File: src/rtl/dla_platform_hw_timer_ctrl_pkg.sv
// Shared types for the platform hardware timer controller: FSM states and
// the width helper for requester indices.
package dla_platform_hw_timer_ctrl_pkg;

    typedef enum logic [2:0] {
        ST_IDLE   = 3'd0,
        ST_START  = 3'd1,
        ST_RUN    = 3'd2,
        ST_STOP   = 3'd3,
        ST_SETTLE = 3'd4,
        ST_RESP   = 3'd5
    } state_t;

    // Index width for n requesters; a single requester still gets one bit.
    function automatic int id_width(input int n);
        return (n <= 1) ? 1 : $clog2(n);
    endfunction

endpackage

File: src/rtl/dla_platform_rr_arbiter.sv
// Combinational round-robin pick: the first requester at or after ptr wins,
// returned both one-hot and as an index.
module dla_platform_rr_arbiter
    import dla_platform_hw_timer_ctrl_pkg::*;
#(
    parameter int N  = 2,
    parameter int IW = id_width(N)
) (
    input  logic [N-1:0]  req,
    input  logic [IW-1:0] ptr,
    output logic [N-1:0]  grant,
    output logic [IW-1:0] idx,
    output logic          valid
);

    logic [IW-1:0] cand [N];

    // cand[k] is the k-th requester in search order, rotated by ptr.
    for (genvar gi = 0; gi < N; gi++) begin : g_cand
        assign cand[gi] = IW'((int'(ptr) + gi) % N);
    end

    always_comb begin
        grant = '0;
        idx   = '0;
        valid = 1'b0;
        for (int i = 0; i < N; i++) begin
            if (!valid && req[cand[i]]) begin
                valid           = 1'b1;
                idx             = cand[i];
                grant[cand[i]]  = 1'b1;
            end
        end
    end

endmodule

File: src/rtl/dla_platform_hw_timer_ctrl.sv
// Round-robin owner of the shared CoreDLA hardware timer: sequences start/stop
// and returns the frozen count. Define DLA_HW_TIMER_CTRL_TIMEOUT_EN for the watchdog.
module dla_platform_hw_timer_ctrl
    import dla_platform_hw_timer_ctrl_pkg::*;
#(
    parameter int              NUM_REQ       = 2,
    parameter int              COUNTER_WIDTH = 32,
    parameter longint unsigned MAX_CYCLES    = 64'h8000_0000
) (
    input  logic                             clk,
    input  logic                             i_sclrn,
    input  logic [NUM_REQ-1:0]               i_req,
    output logic [NUM_REQ-1:0]               o_grant,
    output logic                             o_busy,
    output logic                             o_timer_start,
    output logic                             o_timer_stop,
    input  logic [COUNTER_WIDTH-1:0]         i_timer_counter,
    output logic                             o_rsp_valid,
    input  logic                             i_rsp_ready,
    output logic [id_width(NUM_REQ)-1:0]     o_rsp_id,
    output logic [COUNTER_WIDTH-1:0]         o_rsp_count,
    output logic                             o_rsp_timeout
);

    localparam int IW = id_width(NUM_REQ);

    if (NUM_REQ < 1 || NUM_REQ > 16 || MAX_CYCLES < 2 ||
        (COUNTER_WIDTH < 64 && MAX_CYCLES >= (64'd1 << COUNTER_WIDTH))) begin : g_bad_params
        $error("dla_platform_hw_timer_ctrl: parameter out of range");
    end

    state_t                   state_reg, state_next;
    logic [NUM_REQ-1:0]       grant_reg, grant_next;
    logic [IW-1:0]            owner_reg, owner_next;
    logic [IW-1:0]            rr_ptr_reg, rr_ptr_next;
    logic [IW-1:0]            rsp_id_reg, rsp_id_next;
    logic [COUNTER_WIDTH-1:0] rsp_count_reg, rsp_count_next;

    logic [NUM_REQ-1:0]       arb_grant;
    logic [IW-1:0]            arb_idx;
    logic                     arb_valid;
    logic                     owner_req;
    logic                     wd_hit;

    dla_platform_rr_arbiter #(
        .N  (NUM_REQ),
        .IW (IW)
    ) u_arb (
        .req   (i_req),
        .ptr   (rr_ptr_reg),
        .grant (arb_grant),
        .idx   (arb_idx),
        .valid (arb_valid)
    );

    assign owner_req = |(i_req & grant_reg);

    always_ff @(posedge clk) begin
        if (!i_sclrn) begin
            state_reg     <= ST_IDLE;
            grant_reg     <= '0;
            owner_reg     <= '0;
            rr_ptr_reg    <= '0;
            rsp_id_reg    <= '0;
            rsp_count_reg <= '0;
        end else begin
            state_reg     <= state_next;
            grant_reg     <= grant_next;
            owner_reg     <= owner_next;
            rr_ptr_reg    <= rr_ptr_next;
            rsp_id_reg    <= rsp_id_next;
            rsp_count_reg <= rsp_count_next;
        end
    end

    always_comb begin
        state_next     = state_reg;
        grant_next     = grant_reg;
        owner_next     = owner_reg;
        rr_ptr_next    = rr_ptr_reg;
        rsp_id_next    = rsp_id_reg;
        rsp_count_next = rsp_count_reg;
        case (state_reg)
            ST_IDLE: begin
                if (arb_valid) begin
                    grant_next = arb_grant;
                    owner_next = arb_idx;
                    state_next = ST_START;
                end
            end
            ST_START:  state_next = ST_RUN;
            ST_RUN: begin
                if (!owner_req || wd_hit) begin
                    state_next = ST_STOP;
                end
            end
            ST_STOP:   state_next = ST_SETTLE;
            ST_SETTLE: begin
                // Timer saw its stop pulse last cycle, so the count is frozen here.
                rsp_count_next = i_timer_counter;
                rsp_id_next    = owner_reg;
                state_next     = ST_RESP;
            end
            ST_RESP: begin
                if (i_rsp_ready) begin
                    grant_next  = '0;
                    rr_ptr_next = (owner_reg == IW'(NUM_REQ - 1)) ? '0 : owner_reg + IW'(1);
                    state_next  = ST_IDLE;
                end
            end
            default:   state_next = ST_IDLE;
        endcase
    end

`ifdef DLA_HW_TIMER_CTRL_TIMEOUT_EN
    logic [COUNTER_WIDTH-1:0] wd_reg;
    logic                     timeout_reg;
    logic                     rsp_timeout_reg;

    // wd_reg holds the RUN cycles already completed; this cycle's increment
    // brings it to MAX_CYCLES-1, which ends the window.
    assign wd_hit = (state_reg == ST_RUN) && (wd_reg == COUNTER_WIDTH'(MAX_CYCLES - 2));

    always_ff @(posedge clk) begin
        if (!i_sclrn) begin
            wd_reg          <= '0;
            timeout_reg     <= 1'b0;
            rsp_timeout_reg <= 1'b0;
        end else begin
            if (state_reg == ST_START) begin
                wd_reg      <= '0;
                timeout_reg <= 1'b0;
            end else if (state_reg == ST_RUN) begin
                wd_reg <= wd_reg + COUNTER_WIDTH'(1);
                if (wd_hit) begin
                    timeout_reg <= 1'b1;
                end
            end
            if (state_reg == ST_SETTLE) begin
                rsp_timeout_reg <= timeout_reg;
            end
        end
    end

    assign o_rsp_timeout = rsp_timeout_reg;
`else
    assign wd_hit        = 1'b0;
    assign o_rsp_timeout = 1'b0;
`endif

    assign o_grant       = grant_reg;
    assign o_busy        = (state_reg != ST_IDLE);
    assign o_timer_start = (state_reg == ST_START);
    assign o_timer_stop  = (state_reg == ST_STOP);
    assign o_rsp_valid   = (state_reg == ST_RESP);
    assign o_rsp_id      = rsp_id_reg;
    assign o_rsp_count   = rsp_count_reg;

endmodule

File: config.mk
export PLATFORM = sky130hd
export DESIGN_NAME = dla_platform_hw_timer_ctrl
export DESIGN_NICKNAME = d
export VERILOG_FILES = /design/src/rtl/dla_platform_hw_timer_ctrl_pkg.sv /design/src/rtl/dla_platform_rr_arbiter.sv /design/src/rtl/dla_platform_hw_timer_ctrl.sv
export SDC_FILE = /design/constraint.sdc
export NUM_CORES = 1
export LEC_CHECK = 0
export CAP_MARGIN = 10
export CORE_ASPECT_RATIO = 1.25
export CORE_UTILIZATION = 35
export CTS_CLUSTER_DIAMETER = 200
export CTS_CLUSTER_SIZE = 40
export DETAILED_ROUTE_END_ITERATION = 10
export GPL_ROUTABILITY_DRIVEN = 0
export GPL_TIMING_DRIVEN = 0
export HOLD_SLACK_MARGIN = 0.1
export PLACE_DENSITY = 0.75
export SYNTH_ARGS = -nofsm -noshare
export SYNTH_HDL_FRONTEND = slang
export SYNTH_SLANG_ARGS = --single-unit
export TNS_END_PERCENT = 100
File: constraint.sdc
create_clock -name clk -period 1.26 [get_ports clk]
set_input_delay 0.189 -clock clk [delete_from_list [all_inputs] [get_ports clk]]
set_output_delay 0.189 -clock clk [all_outputs]
set_load 0.01 [all_outputs]
==> reports/results.ini <==
[timing]
slew_headroom = 0.6381
min_period_ns = 1.436
holdWs_ns = 0.4434
tightest_slew_ns = 0.5429
rsz0062_at_grt = yes
finalCritPeriodShare = 1.140
setup_viol = 7
setup_ws_ns = -0.1758
max_freq_mhz = 696.5
hold_viol = 0
final_max_slew_viol_count = 0
finClkSkew_ns = 0.003960

[synth]
ys_seq_area_frac = 0.5387
synth_compound_area_frac = 0.1675
synth_fa_ha_area_frac = 0
synth_xor_area_frac = 0.005892
synth_cell_types = 23
synth_top_family_by_area = simple AND/OR/NAND/NOR gates
synth_seq_cells = 40
yosys.area_share.simple = 0.2298
syn_nets = 227
synth.avg_cell_area_um2 = 7.823
syn-cell-area_mm2 = 0.001486
synthMuxAreaShare = 0
syn_inst = 190
synth_warnings = 0

[routing]
vias_per_cell = 4.504
routed_wl_mm = 3.678
drtIter0Drc = 60
drc = 0
ant_nets = 0
wl_per_cell_um = 10.98
num_vias = 1509
dr.pass1.iters = 4

[die]
fp-row-count = 26
start_util = 0.3655
dieHeight_um = 74.86
die_w_um = 60.29
dieArea_mm2 = 0.004513
design.core.area_mm2 = 0.004066
ios = 77

[critical_path]
crit_path_cell_trace = buf_8, or3_4, buf_6
cp_data_required_time_ns = 1.07
r2r-start = state_reg[0]
crit_path_end_kind = primary output
crit_path_start = state_reg[1]
critPathMaxFanout = 4
cp.arrival_ns = 1.25
cp_slowest_cell = or3_4
path_class = flip-flop to primary output
slowest_delay_ns = 0.38
startpoint_type = flip-flop

[power_and_ir_drop]
ir_drop_mv = 0.7651
leakage_nw = 1.060
powerDensity_mw_per_mm2 = 1389

[cells_and_area]
largest_reg_flops = 32
finalNonFillerCells = 335
area_delta_synth_final_pct = 67.76
finalInstanceArea_mm2 = 0.002494
antenna_cells = 0
drive_gt1_frac = 0.1577
fillCellCount = 384
finalNetCount = 315
finalCoreUtilization = 0.6132

[placed_design]
place_inst = 321
postPlaceCellArea_mm2 = 0.002317
dp.final_hpwl_mm = 2.548
dpl_worst_slack_ns = -0.5282
io_buffers = 75

[min_path]
holdCritStartpoint = i_timer_counter[13]
hold_class = primary input to flip-flop

[global_routing]
grt_util_met3 = 0.04983
antenna_found_initial = 0
grt_pass1_wl_mm = 5.789
grtUsageMet1 = 0.2213
grt_pass1_vias = 1232
grt.overflow.total = 0
gr-usage-all-layers = 0.1727
grt_start_max_net_pins = 13
gr-max-usage-layer = met2
grtUsageMet2 = 0.2711

[clock_tree]
tritoncts = built
h-tree-depth = 2
clock-sinks = 40
cts_buffer_depth = 2
clk_pin_slew_ns = 0.08
cts_made_buffers = 5
insertion_delay_ns = 0.28
cts-root-buf = clkbuf_8

[run_status]
status = complete, but fails checks
violations = negative setup slack

[flow_run]
cap_violations = 0

-- worst paths after layout --
| path | end | slack (ns) | cells after the start |
|---|---|---|---|
| max | o_busy | -0.18 | 3 |
| min | o_rsp_count[13] | 0.44 | 3 |
| max reg2reg | owner_reg | -0.08 | 4 |
| min reg2reg | o_rsp_count[15] | 0.45 | 2 |
-- critical path, delay by kind of cell, from the launching register on --
kind                   cells  cell delay (ns)
DFF                        1             0.33
and+or+nand+nor            1             0.38
buffers and inverters      2             0.25
-- stage by stage --
stage                     power [mW]  setup TNS, ns
after floorplan                1.949       -0.01724
after global placement         2.388         -9.488
after detailed placement       2.393         -9.155
after CTS                      3.343         -4.949
after global routing           3.692         -1.340
final                          3.463        -0.7040
-- cell usage in the layout, fill, tap and decap left out, drive strengths merged, types with 2 or more instances in the layout --
cell type      instances
dlygate4sd2           37
o21ai                  4
nand2                 69
clkbuf                11
nor3                   2
clkdlybuf4s50         34
dfxtp                 40
nor2                   6
a21oi                 39
nand2b                 2
or4                    2
buf                   19
inv                    3
-- synthesized netlist by cell type, drive strengths merged --
cell type | n | share of area
nand2 | 69 | 0.17
dfxtp | 40 | 0.54
a21oi | 39 | 0.13
buf | 8 | 0.033
clkbuf | 6 | 0.015
nor2 | 6 | 0.015
o21ai | 4 | 0.013
inv | 3 | 0.0076
nand2b | 2 | 0.0084
nor3 | 2 | 0.0067
or4 | 2 | 0.013
a22oi | 1 | 0.0051
a311oi | 1 | 0.0059
conb | 1 | 0.0025
nand3 | 1 | 0.0034
nor3b | 1 | 0.0051
o31a | 1 | 0.0059
o41ai | 1 | 0.0059
or3 | 1 | 0.0042
xnor2 | 1 | 0.0059
-- cells by family (layout without fill, tap and decap cells) --
| kind of cell | Yosys count | count (layout) |
|---|---|---|
| XOR/XNOR | 1 | 1 |
| buffers and inverters | 17 | 106 |
| AO/OA/AOI/OAI | 47 | 47 |
| AND/OR/NAND/NOR | 84 | 84 |
| other | 1 | 1 |
| flip-flops | 40 | 40 |
-- per-layer routing --
layer	vias up	part of all wire	wire length, um
met5	-	0	0
met4	0	0.015	57
met3	4	0.062	229
met2	46	0.49	1803
met1	667	0.43	1587
li1	792	-	-
-- cell type report --
class                      count  area (um^2)  area share
buffer                        13        95.09     0.03813
clock buffer                   7        86.33     0.03462
clock inverter                 1        7.507    0.003011
inverter                       3        13.76    0.005519
multi-input combinational    133        664.4      0.2664
sequential                    40        807.0      0.3236
tap                           56        70.07     0.02810
timing repair buffer          82        749.5      0.3006
-- where the power goes --
part	switching [mW]	total [mW]	internal, mW
sequential	0.0700	1.46	1.39
clock	0.416	0.861	0.445
combinational	0.519	1.14	0.625
-- timing repair --
item                       in CTS  in global routing
setup buffers                   4                  3
cloned                          0                  0
setup endpoints to repair      72                 42
gates resized for setup        67                 18
hold buffers                    0                  0
pin swaps                       3                  4
(Power assumes the default switching activity.)
